===== config.mk =====
export PLATFORM = sky130hd
export DESIGN_NAME = flagram_seq
export DESIGN_NICKNAME = d
export VERILOG_FILES = /design/src/rtl/flagram_seq.sv
export SDC_FILE = /design/constraint.sdc
export NUM_CORES = 1
export LEC_CHECK = 0
export BUFFER_PORTS_ARGS = -buffer_cell sky130_fd_sc_hd__buf_2
export CORE_MARGIN = 5
export CORE_UTILIZATION = 50
export DETAILED_ROUTE_END_ITERATION = 7
export PLACE_DENSITY = 0.91
export SLEW_MARGIN = 0
export SYNTH_ARGS = -nofsm -noshare
export SYNTH_HDL_FRONTEND = slang
export SYNTH_SLANG_ARGS = --single-unit

===== constraint.sdc =====
create_clock -name i_w_clk -period 2.89 [get_ports i_w_clk]
set_input_delay 0.578 -clock i_w_clk [delete_from_list [all_inputs] [get_ports i_w_clk]]
set_output_delay 0.578 -clock i_w_clk [all_outputs]
set_load 0.01 [all_outputs]

===== src/rtl/flagram_seq.sv =====
// Request sequencer for the flagram 16x4 flag memory: one command per handshake, fixed strobe timing.
// Build option FLAGRAM_SEQ_VERIFY_EN adds o_w_rsp_err (write-verify compare result).
module flagram_seq #(
  parameter int ADDR_W = 4,
  parameter int DATA_W = 4
) (
  input  logic              i_w_clk,
  input  logic              i_w_reset,
  input  logic              i_w_req_valid,
  output logic              o_w_req_ready,
  input  logic [1:0]        i_w_req_op,
  input  logic [ADDR_W-1:0] i_w_req_addr,
  input  logic [DATA_W-1:0] i_w_req_data,
  output logic              o_w_rsp_valid,
  input  logic              i_w_rsp_ready,
  output logic [DATA_W-1:0] o_w_rsp_data,
  output logic [DATA_W-1:0] o_w_rsp_flags,
  output logic [ADDR_W-1:0] o_w_ram_address,
  output logic [DATA_W-1:0] o_w_ram_data,
  output logic              o_w_ram_we,
  output logic              o_w_ram_oe,
  output logic              o_w_ram_flags_out,
  input  logic [DATA_W-1:0] i_w_ram_out
`ifdef FLAGRAM_SEQ_VERIFY_EN
  ,
  output logic              o_w_rsp_err
`endif
);

  typedef enum logic [2:0] {
    S_IDLE,
    S_WR,
    S_RD,
    S_RD_CAP,
    S_FL,
    S_FL_CAP,
    S_RSP
  } state_t;

  typedef enum logic [1:0] {
    OP_WRITE   = 2'b00,
    OP_READ    = 2'b01,
    OP_FLAGS   = 2'b10,
    OP_WVERIFY = 2'b11
  } op_t;

  state_t              state;
  op_t                 op_q;
  logic [ADDR_W-1:0]   addr_q;
  logic [DATA_W-1:0]   wdata_q;
  logic [DATA_W-1:0]   data_q;
  logic [DATA_W-1:0]   flags_q;

  // NOTE: all state below is updated with non-blocking assignments so every
  // register samples the pre-edge values of its neighbours.
  always_ff @(posedge i_w_clk) begin
    if (i_w_reset) begin
      state   <= S_IDLE;
      op_q    <= OP_WRITE;
      addr_q  <= '0;
      wdata_q <= '0;
      data_q  <= '0;
      flags_q <= '0;
    end else begin
      case (state)
        S_IDLE: begin
          if (i_w_req_valid) begin
            op_q    <= op_t'(i_w_req_op);
            addr_q  <= i_w_req_addr;
            wdata_q <= i_w_req_data;
            // The field an op does not fetch is zeroed so responses never carry stale words.
            if (i_w_req_op == OP_FLAGS) data_q  <= '0;
            if (i_w_req_op == OP_READ)  flags_q <= '0;
            case (op_t'(i_w_req_op))
              OP_WRITE:   state <= S_WR;
              OP_READ:    state <= S_RD;
              OP_FLAGS:   state <= S_FL;
              OP_WVERIFY: state <= S_WR;
              default:    state <= S_IDLE;
            endcase
          end
        end
        S_WR:     state <= (op_q == OP_WVERIFY) ? S_RD : S_IDLE;
        S_RD:     state <= S_RD_CAP;
        S_RD_CAP: begin
          data_q <= i_w_ram_out;
          state  <= (op_q == OP_WVERIFY) ? S_FL : S_RSP;
        end
        S_FL:     state <= S_FL_CAP;
        S_FL_CAP: begin
          flags_q <= i_w_ram_out;
          state   <= S_RSP;
        end
        S_RSP:    if (i_w_rsp_ready) state <= S_IDLE;
        default:  state <= S_IDLE;
      endcase
    end
  end

  // Two-cycle oe/flags_out windows serve both combinational- and registered-read RAMs.
  assign o_w_ram_we        = (state == S_WR);
  assign o_w_ram_oe        = (state == S_RD) || (state == S_RD_CAP);
  assign o_w_ram_flags_out = (state == S_FL) || (state == S_FL_CAP);
  assign o_w_ram_address   = addr_q;
  assign o_w_ram_data      = wdata_q;

  // Handshake outputs are masked by reset so nothing is offered or accepted while it is held;
  // RAM strobes are not, so a write already in WR still lands.
  assign o_w_req_ready = (state == S_IDLE) && !i_w_reset;
  assign o_w_rsp_valid = (state == S_RSP) && !i_w_reset;
  assign o_w_rsp_data  = data_q;
  assign o_w_rsp_flags = flags_q;

`ifdef FLAGRAM_SEQ_VERIFY_EN
  assign o_w_rsp_err = o_w_rsp_valid && (op_q == OP_WVERIFY) && (data_q != wdata_q);
`endif

  a_strobe_excl: assert property (@(posedge i_w_clk) disable iff (i_w_reset)
    $onehot0({o_w_ram_we, o_w_ram_oe, o_w_ram_flags_out}));

  a_strobe_quiet: assert property (@(posedge i_w_clk) disable iff (i_w_reset)
    (state == S_IDLE || state == S_RSP) |-> !(o_w_ram_we || o_w_ram_oe || o_w_ram_flags_out));

  a_rsp_hold: assert property (@(posedge i_w_clk) disable iff (i_w_reset)
    (o_w_rsp_valid && !i_w_rsp_ready) |=>
      (o_w_rsp_valid && $stable(o_w_rsp_data) && $stable(o_w_rsp_flags)));

endmodule


# After elaboration in Yosys (flattened, before gate mapping)
# Index checks and enable logic that the tools add are counted.
# word_totals
input_bits	18
ff_bits	21
# classes
reduce_logical	14
muxes	12
n_eq_ne	14
# op_table
cell	count
3-bit one-hot mux with 7 select lines	1
4-bit two-way mux	4
4-bit one-hot mux with 2 select lines	2
3-bit == test, second input constant	3
3-bit one-hot mux with 3 select lines	1
2-bit inequality test, second input constant	4
2-bit == test, second input constant	3
3-bit by 2-bit == test with 1-bit output, second input constant	2
3-bit two-way mux	2
3-bit AND reduction	2
2-bit two-way mux	2
2-bit AND reduction	2
2-bit nonzero test	2
3-bit by 1-bit == test with 1-bit output, second input constant	1
3-bit logical NOT	1
2-bit by 1-bit == test with 1-bit output, second input constant	1
1-bit logical AND	2
2-bit logical NOT	1
1-bit logical OR	2
2-bit OR reduction	1
1-bit logical NOT	1

# Logic depth before layout (Yosys ltp)
# Gate-level depths: netlist of the first run.
# logic_depth
word_depth	5
ltp_mapped	5
mapped_depth_nobuf	5

# Least setup slack after synthesis of the first run
# No wires, ideal clock.
# synth_path
path_kind	input -> register
start	input port i_w_req_valid
end	register addr_q[0], in the netlist o_w_ram_address[0]
t_arrival_ns	1.388
required_ns	2.758
path_stages	5
slack_ns	1.370
setup_time_ns	0.132
n_path_buf	2
cell_sequence	or4b_1 -> buf_2 -> buf_6 -> nand2_1 -> a21oi_1
# synth_between
elab_chain_cells	1
# synth_lines
item	line_no	source
start, declared	9	input logic i_w_req_valid,
2-bit AND reduction (no line)	n/a	
end signal, assigned	69	addr_q <= i_w_req_addr;
end, declared	49	logic [ADDR_W-1:0] addr_q;
# Every way passes these cells.
# A chain may end at the register's enable or synchronous reset.

# Worst setup path in the final report of the first run
# layout_path
start	register state[1]
end	output port o_w_ram_we
# layout_between
elab_chain_cells	1
# layout_lines
item	line_no	source
start, declared	47	state_t state;
start signal, assigned	83	S_WR: state <= (op_q == OP_WVERIFY) ? S_RD : S_IDLE;
start signal, assigned	87	state <= (op_q == OP_WVERIFY) ? S_FL : S_RSP;
3-bit by 1-bit == test with 1-bit output	101	assign o_w_ram_we = (state == S_WR);
end, declared	20	output logic o_w_ram_we,
# Every way passes these cells.

==> results by group, run 1 <==
Outcome
  – Status: completed

Drt
  – Residual DRC: 0
  – Routed wire length per instance: 12.23 um
  – Initial DRC count: 14
  – DR pass1 iterations: 4
  – Post-DRT Antenna Nets: 0
  – Post-Route WL: 2189 um
  – DR vias/cell: 5.179
  – DR vias: 927

Worst setup path
  – Largest delay contributor family on the critical path: flip-flops
  – Arr. time, crit path: 1.47 ns
  – Critical path class: flop to output pin
  – Crit path largest cell delay: 0.64 ns
  – Worst path cell trace: and2b_1 > nor2b_1 > buf_2
  – WP data required: 2.31 ns
  – CP Capture Type: output pin
  – Worst R2R Setup Slack: 1.05 ns
  – Crit start category: flop
  – Bufs and invs on worst path: 1
  – CP max FO: 17
  – Critical Path Slowest Stage Cell: dfxtp_1

Power and ir drop
  – Reg power frac: 54.5%
  – Logic gate share of total power: 24.0%
  – Sw Ratio: 32.47%
  – Switching pwr: 209.6 uW
  – PnR Total Power: 645.5 uW
  – Clock share of power: 21.5%
  – Leakage: 0.0005458 uW
  – PwrDens: 542.5 nW/um^2
  – Internal power: 435.9 uW
  – Max VDD drop: 0.2648 mV

Timing
  – Setup-failing EPs final: 0
  – Slew headroom: 45.20%
  – Fin crit period: 2.047 ns
  – Clock skew: 0.002844 ns
  – RSZ-0062 raised after global routing: false
  – Achievable Freq: 0.4886 GHz
  – Hold Fails Final Rpt: 0
  – Setup_tns: 0 ns
  – Fin. max-slew vios: 0
  – Period utilisation layout: 70.82%
  – Worst Max-Slew Pin Slew: 0.8198 ns

Global routing
  – GR Util All Layers: 15.04%
  – First-pass GRT wire length: 3367 um
  – Pin count of the biggest net entering global routing: 24
  – Vias in the first global route: 798
  – Antenna violations before repair: 0
  – GR Overflow Total: 0

Finish
  – Layout cells sized above 1: 28.29%
  – Final Net Count: 175
  – Register Area: 420.4 sq um
  – Area of the multi-input gates: 503.0 sq um
  – Finished Core Util: 62.57%
  – Fillcell total: 166
  – Layout Cells excl Fill: 179
  – Diode count: 0
  – Area grow syn2layout: 21.92%

Floorplanning
  – Die Ht: 54.18 um
  – Row Count: 16
  – IO Count: 39
  – Core box area: 1902 sq um
  – Die width: 54.18 um
  – Starting Density: 51.32%
  – Die footprint: 2935 sq um

Placement
  – Placer Congestion: 0.7859
  – I/O Buffers: 38
  – Total placed cells including tap cells: 175
  – Placed wire-length estimate: 1669 um

Logic synthesis
  – Mapped Cells: 117
  – Distinct cells, synth: 27
  – FF+latch count, synth: 21
  – Syn nets: 139
  – Synth Flop Type: dfxtp_1
  – Number of flops mapped to enable cells by yosys: 0
  – Synth Cell Area: 975.9 sq um
  – Seq/Total Area, Yosys: 43.08%
  – Avg Cell Area, Syn: 8.341 sq um
  – Yosys warnings: 0
  – Asr flop ratio synth: 0%

Clock tree
  – Sink Count: 21
  – Clk buf depth: 2
  – Root buffer cell: clkbuf_4
  – CTS clk-pin slew, worst paths: 0.12 ns
  – Resize count post-CTS: 0
  – CTS tree: yes
  – CTS buffer count: 3
  – Setup Buffers After CTS: 0
  – H-tree depth: 1
  – Hold buffers post-CTS: 0
  – Clock latency on the worst-skew pair: 0.29 ns

Hold path
  – Hold Path Class: flop to flop

Job
  – Max-Cap Viols: 0
## cell usage after synthesis (2+ instances only)
| library cell | count | share of area [%] |
|---|---|---|
| dfxtp_1 | 21 | 43 |
| inv_1 | 4 | 1.5 |
| and2b_1 | 2 | 1.5 |
| buf_2 | 3 | 1.5 |
| nor2b_1 | 2 | 1.3 |
| and3b_1 | 3 | 2.7 |
| nand2_1 | 29 | 11 |
| nand3b_1 | 3 | 2.3 |
| clkbuf_1 | 3 | 1.2 |
| o211ai_1 | 8 | 6.2 |
| ha_1 | 4 | 5.1 |
| a21oi_1 | 20 | 10 |
## layout make-up
cell class,instances,share of cell area (%)
clock buffer,3,1.893
timing repair buffer,38,15.98
sequential,21,35.33
tap,27,2.839
inverter,4,1.262
clock inverter,1,0.4206
multi-input combinational,85,42.27
## path summary, 6_finish.rpt
kind                                 from                             to  depth (start not counted)
max                 state[1]$_SDFFE_PP0P_                     o_w_ram_we                          3
min          o_w_ram_data[0]$_SDFFE_PP0P_   o_w_ram_data[0]$_SDFFE_PP0P_                          2
max reg2reg         state[1]$_SDFFE_PP0P_  o_w_rsp_flags[3]$_SDFFE_PP0P_                          3
min reg2reg  o_w_ram_data[0]$_SDFFE_PP0P_   o_w_ram_data[0]$_SDFFE_PP0P_                          2
## power groups by stage
| stage | clock [uW] | combinational (uW) | sequential (uW) |
|---|---|---|---|
| after CTS | 141 | 157 | 350 |
| after detailed placement | 0 | 156 | 357 |
| after global routing | 154 | 174 | 356 |
| after floorplan | 0 | 117 | 347 |
| final | 139 | 155 | 352 |
| after global placement | 0 | 151 | 355 |
## routing by layer
layer  track usage (%)  share of wire, %
met4             3.734              0.78
met3             2.493               4.5
met5                 0                 0
met1             19.60                44
met2             25.50                51
## logic make-up (layout without fill, tap and decap cells)
kind of cell               count (synthesis)  count (layout)  synth area share, %
AOI/OAI and AO/OA                         35              35                22.18
DFF                                       21              21                43.08
and+or+nand+nor                           46              46                24.23
buffers and inverters                     11              46                5.384
adders and majority gates                  4               4                5.128
## layout by cell type, fill, tap and decap left out, types with 2 or more instances in the layout
master / netlist / layout
a21oi_1: 20 / 20
and2b_1: 2 / 2
and3b_1: 3 / 3
buf_2: 3 / 38
clkbuf_4: 0 / 3
dfxtp_1: 21 / 21
ha_1: 4 / 4
inv_1: 4 / 4
nand2_1: 29 / 29
nand3b_1: 3 / 3
nor2b_1: 2 / 2
o211ai_1: 8 / 8
## state kept, by name, summed over array words and instances (netlist names)
register and flops:
o_w_ram_address 4, o_w_ram_data 4, o_w_rsp_data 4, o_w_rsp_flags 4
state 3, op_q 2
## per-stage QoR
step,hold slack (ns),setup WS (ns),instance area [sq um]
5_1_grt,0.4869,0.7370,1190
3_5_place_dp,0.4486,0.9401,1162
2_1_floorplan,0.4500,1.370,975.9
6_report,0.4630,0.8433,1190
4_1_cts,0.4648,0.8597,1190
3_3_place_gp,0.4428,0.9996,1162
## worst register-to-register path: stages (launching register included)
cell and delay, ns:
dfxtp_1 0.48, or4b_1 0.85, o211ai_1 0.30, a21oi_1 0.09
No activity file was read; power rests on OpenSTA's default activity.
==> run 2, diff against run 1 <==
- CORE_UTILIZATION: 50 -> 42
- PLACE_DENSITY: 0.91 -> 0.83
- clock period: 2.89 -> 1.7 ns (I/O delays scaled with it)
==> results by group, run 2 (same netlist as run 1, synthesis figures left out) <==
Worst setup path
  – CP Capture Type: output pin
  – Critical Path Slowest Stage Cell: dfxtp_1
  – Worst Setup SP: state[1]$_SDFFE_PP0P_
  – Worst Reg2Reg Path Length in Cells: 4
  – Levels on crit path: 4
  – Worst R2R Setup Slack: 0.21 ns
  – Crit start category: flop
  – Arr. time, crit path: 1.28 ns
  – Largest delay contributor family on the critical path: flip-flops
  – Critical path class: flop to output pin
  – Worst path cell trace: buf_6 > and2b_1 > nor2b_1 > buf_2
  – CP max FO: 16
  – Bufs and invs on worst path: 2
  – Crit path to: o_w_ram_we
  – WP data required: 1.36 ns
  – Reg2reg start: state[0]$_SDFFE_PP0P_
  – Crit path largest cell delay: 0.37 ns
  – Critical R2R Capture: op_q[0]$_SDFFE_PP0P_

Global routing
  – Pin count of the biggest net entering global routing: 24
  – GR Overflow Total: 0
  – First-pass GRT wire length: 3801 um
  – Antenna violations before repair: 0
  – GR Util All Layers: 13.91%
  – Vias in the first global route: 899

Clock tree
  – Setup Buffers After CTS: 0
  – CTS buffer count: 3
  – Clk buf depth: 2
  – CTS clk-pin slew, worst paths: 0.10 ns
  – Clock latency on the worst-skew pair: 0.29 ns
  – Sink Count: 21
  – Root buffer cell: clkbuf_4
  – H-tree depth: 1
  – CTS tree: yes

Timing
  – Clock skew: 0.005149 ns
  – Setup-failing EPs final: 0
  – Setup_tns: 0 ns
  – Period utilisation layout: 95.02%
  – Achievable Freq: 0.6191 GHz
  – Slew headroom: 73.91%
  – RSZ-0062 raised after global routing: false
  – Fin crit period: 1.615 ns
  – Worst Max-Slew Pin Slew: 0.3914 ns
  – Hold Fails Final Rpt: 0
  – Fin. max-slew vios: 0

Finish
  – Commonest non-fill, non-tap cell in the layout: buf_2
  – Layout cells sized above 1: 29.94%
  – Fillcell total: 208
  – Area grow syn2layout: 26.15%
  – Finished Core Util: 55.66%
  – Highest-count cells in the layout ignoring fill and taps: buf_2, nand2_1, dfxtp_1, a21oi_1, o211ai_1
  – Final Net Count: 180
  – Diode count: 0

Drt
  – Post-Route WL: 2228 um
  – Residual DRC: 0
  – DR pass1 iterations: 3
  – Routed wire length per instance: 12.04 um
  – Initial DRC count: 14
  – Post-DRT Antenna Nets: 0
  – DR vias: 917
  – DR vias/cell: 4.957

Outcome
  – Status: completed

Floorplanning
  – Row Count: 17
  – Die width: 58.21 um
  – Core box area: 2212 sq um
  – IO Count: 39
  – Die Ht: 58.21 um
  – Die footprint: 3388 sq um
  – Starting Density: 44.12%

Hold path
  – Hold Path Class: primary input to flop
  – WHS Path Cells: 3

Power and ir drop
  – Leakage: 0.0005693 uW
  – Max VDD drop: 0.5207 mV
  – PwrDens: 913.0 nW/um^2

Placement
  – Placer Congestion: 0.8837
  – I/O Buffers: 38
  – Placed wire-length estimate: 1725 um

Job
  – Max-Cap Viols: 0
## run 2: how the worst min path moves through the flow
stage | end | from | slack (ns)
after floorplan | state[0]$_SDFFE_PP0P_ | i_w_reset | 0.43
after global placement | o_w_ram_data[2]$_SDFFE_PP0P_ | o_w_ram_data[2]$_SDFFE_PP0P_ | 0.44
after detailed placement | o_w_ram_address[2]$_SDFFE_PP0P_ | o_w_ram_address[2]$_SDFFE_PP0P_ | 0.45
after CTS | o_w_ram_data[3]$_SDFFE_PP0P_ | i_w_req_data[3] | 0.28
after global routing | o_w_rsp_flags[0]$_SDFFE_PP0P_ | i_w_ram_out[0] | 0.27
final | o_w_ram_data[3]$_SDFFE_PP0P_ | i_w_req_data[3] | 0.28
## run 2: routing by layer
metal	up-vias	global-route usage (%)	routed length [um]
li1	488	-	-
met1	405	17.99	1018
met2	20	22.26	1042
met3	4	4.232	134
met4	0	3.974	34
met5	-	0	0
## run 2: cell type report
class	count	area (sq um)	area share [%]
multi-input cells	85	503.0	40.85
flip-flops and latches	21	420.4	34.15
repair buffers	43	231.5	18.80
well taps	28	35.03	2.846
clock buffers	4	26.28	2.134
inverters	4	15.01	1.220
## run 2: through the flow
stage / hold slack [ns] / area, sq um / setup slack, ns / power [uW] / cells
3_3_place_gp: 0.4417 / 1201 / 0.1667 / 892.8 / 181
2_1_floorplan: 0.4315 / 975.9 / 0.3464 / 787.6 / 117
4_1_cts: 0.2773 / 1227 / 0.06637 / 1130 / 185
6_report: 0.2781 / 1231 / 0.08469 / 1124 / 185
5_1_grt: 0.2686 / 1231 / 0.001633 / 1209 / 185
3_5_place_dp: 0.4510 / 1201 / 0.1372 / 906.4 / 181
## run 2: what timing repair did
action	in CTS	in global routing
endpoints found under the setup margin	0	1
hold buffers	0	0
resized for setup	0	1
## run 2: report_power, final
part           internal [uW]  switching [uW]  total (uW)
sequential               537            24.5         561
combinational            147             189         337
clock                   91.2             135         226
## run 2: worst register-to-register path, stage by stage, from the launching register on
cell	delay (ns)
dfxtp_1	0.33
or4b_1	0.68
buf_4	0.24
nand2_1	0.07
a21oi_1	0.06
==> run 3, diff against run 2 <==
--- a/config.mk
+++ b/config.mk
@@ -9,5 +9,5 @@
 export CORE_MARGIN = 5
-export CORE_UTILIZATION = 42
+export CORE_UTILIZATION = 46
 export DETAILED_ROUTE_END_ITERATION = 7
-export PLACE_DENSITY = 0.83
+export PLACE_DENSITY = 0.85
 export SLEW_MARGIN = 0
==> constraint.sdc (replaced) <==
create_clock -name i_w_clk -period 1.85 [get_ports i_w_clk]
set_input_delay 0.37 -clock i_w_clk [delete_from_list [all_inputs] [get_ports i_w_clk]]
set_output_delay 0.37 -clock i_w_clk [all_outputs]
set_load 0.02 [all_outputs]
==> results by group, run 3 (same netlist as run 1, synthesis figures left out) <==
Global routing
  – Vias in the first global route: 894
  – GR Util All Layers: 14.99%
  – Pin count of the biggest net entering global routing: 24
  – Antenna violations before repair: 0
  – GR Overflow Total: 0
  – First-pass GRT wire length: 3864 um

Floorplanning
  – Row Count: 16
  – IO Count: 39
  – Die Ht: 56.06 um
  – Core box area: 2002 sq um
  – Starting Density: 48.75%
  – Die footprint: 3143 sq um
  – Die width: 56.06 um

Finish
  – Final Net Count: 180
  – Commonest non-fill, non-tap cell in the layout: buf_2
  – Final instance area: 1227 sq um
  – Finished Core Util: 61.31%
  – Area grow syn2layout: 25.77%
  – Highest-count cells in the layout ignoring fill and taps: buf_2, nand2_1, dfxtp_1, a21oi_1, o211ai_1
  – Diode count: 0
  – Layout cells sized above 1: 30.57%

Clock tree
  – Clock latency on the worst-skew pair: 0.30 ns
  – CTS tree: yes
  – Sink Count: 21
  – CTS clk-pin slew, worst paths: 0.12 ns
  – Setup Buffers After CTS: 0
  – Clk buf depth: 2
  – Resize count post-CTS: 0
  – CTS buffer count: 3
  – Hold buffers post-CTS: 0
  – H-tree depth: 1
  – Root buffer cell: clkbuf_4

Hold path
  – Hold EP: o_w_ram_data[3]$_SDFFE_PP0P_
  – Worst hold start: i_w_req_data[3]
  – WHS Path Cells: 3
  – Hold Path Class: primary input to flop

Timing
  – Period utilisation layout: 92.11%
  – Setup_tns: 0 ns
  – Fin crit period: 1.704 ns
  – Achievable Freq: 0.5868 GHz
  – Worst Max-Slew Pin Slew: 0.3720 ns
  – Slew headroom: 74.56%
  – RSZ-0062 raised after global routing: false
  – Final setup margin: 0.1459 ns
  – Hold Fails Final Rpt: 0
  – Clock skew: 0.004490 ns
  – Setup-failing EPs final: 0
  – Fin. max-slew vios: 0

Worst setup path
  – Critical path class: flop to output pin
  – CP max FO: 16
  – Critical Path Slowest Stage Cell: dfxtp_1
  – Crit path largest cell delay: 0.35 ns
  – Worst path cell trace: buf_4 > and2b_1 > nor2b_1 > buf_2
  – Worst Reg2Reg Path Length in Cells: 4
  – Crit start category: flop
  – Critical R2R Capture: o_w_ram_data[0]$_SDFFE_PP0P_
  – CP Capture Type: output pin
  – Reg2reg start: state[0]$_SDFFE_PP0P_
  – Worst R2R Setup Slack: 0.36 ns
  – WP data required: 1.48 ns
  – Arr. time, crit path: 1.33 ns

Placement
  – Pre-CTS setup slack: 0.2490 ns
  – Placer Congestion: 0.7756
  – Placed wire-length estimate: 1809 um
  – Post-place instance area: 1200 sq um
  – I/O Buffers: 38

Power and ir drop
  – PwrDens: 876.3 nW/um^2
  – PnR Total Power: 1076 uW
  – Leakage: 0.0005712 uW
  – Max VDD drop: 0.4681 mV

Drt
  – Post-DRT Antenna Nets: 0
  – DR vias/cell: 5.228
  – Residual DRC: 0
  – Routed wire length per instance: 12.37 um
  – DR vias: 962
  – Initial DRC count: 11
  – Post-Route WL: 2276 um
  – DR pass1 iterations: 4

Outcome
  – Status: completed

Job
  – Max-Cap Viols: 0
[run 3: how the worst max path moves through the flow]
stage          slack [ns]             startpoint                              end
6_report             0.15  state[1]$_SDFFE_PP0P_                       o_w_ram_we
5_1_grt              0.06  state[1]$_SDFFE_PP0P_                       o_w_ram_we
4_1_cts              0.13  state[1]$_SDFFE_PP0P_                       o_w_ram_we
3_5_place_dp         0.25          i_w_req_valid     o_w_ram_data[0]$_SDFFE_PP0P_
3_3_place_gp         0.29          i_w_req_valid  o_w_ram_address[2]$_SDFFE_PP0P_
2_1_floorplan        0.26  state[1]$_SDFFE_PP0P_                    o_w_req_ready
[run 3: routing by layer]
metal	global-route usage (%)	routed length (um)
met4	5.085	25
met5	0	0
met3	4.640	139
met1	17.37	999
met2	25.88	1111
[run 3: area by class of cell]
| type | instances | area, sq um |
|---|---|---|
| multi-input combinational | 85 | 503.0 |
| inverter | 4 | 15.01 |
| timing repair buffer | 43 | 227.7 |
| fill | 188 | 774.5 |
| clock inverter | 1 | 5.005 |
| tap | 27 | 33.78 |
| clock buffer | 3 | 22.52 |
| sequential | 21 | 420.4 |
[run 3: stage by stage]
stage               hold WS (ns)  instances
detailed placement        0.4501        180
global route              0.2717        184
finish                    0.2882        184
floorplan                 0.4500        117
CTS                       0.2807        184
global placement          0.4415        180
[run 3: where the power goes]
| part | internal, uW | total [uW] | switching [uW] |
|---|---|---|---|
| sequential | 493 | 514 | 21.2 |
| combinational | 133 | 340 | 206 |
| clock | 80.7 | 222 | 141 |
| total | 707 | 1080 | 369 |
[run 3: critical path: cells and delay by family (launching register included)]
kind / cells / cell delay (ns)
buffers and inverters: 2 / 0.35
AND/OR/NAND/NOR: 2 / 0.34
flip-flops: 1 / 0.35
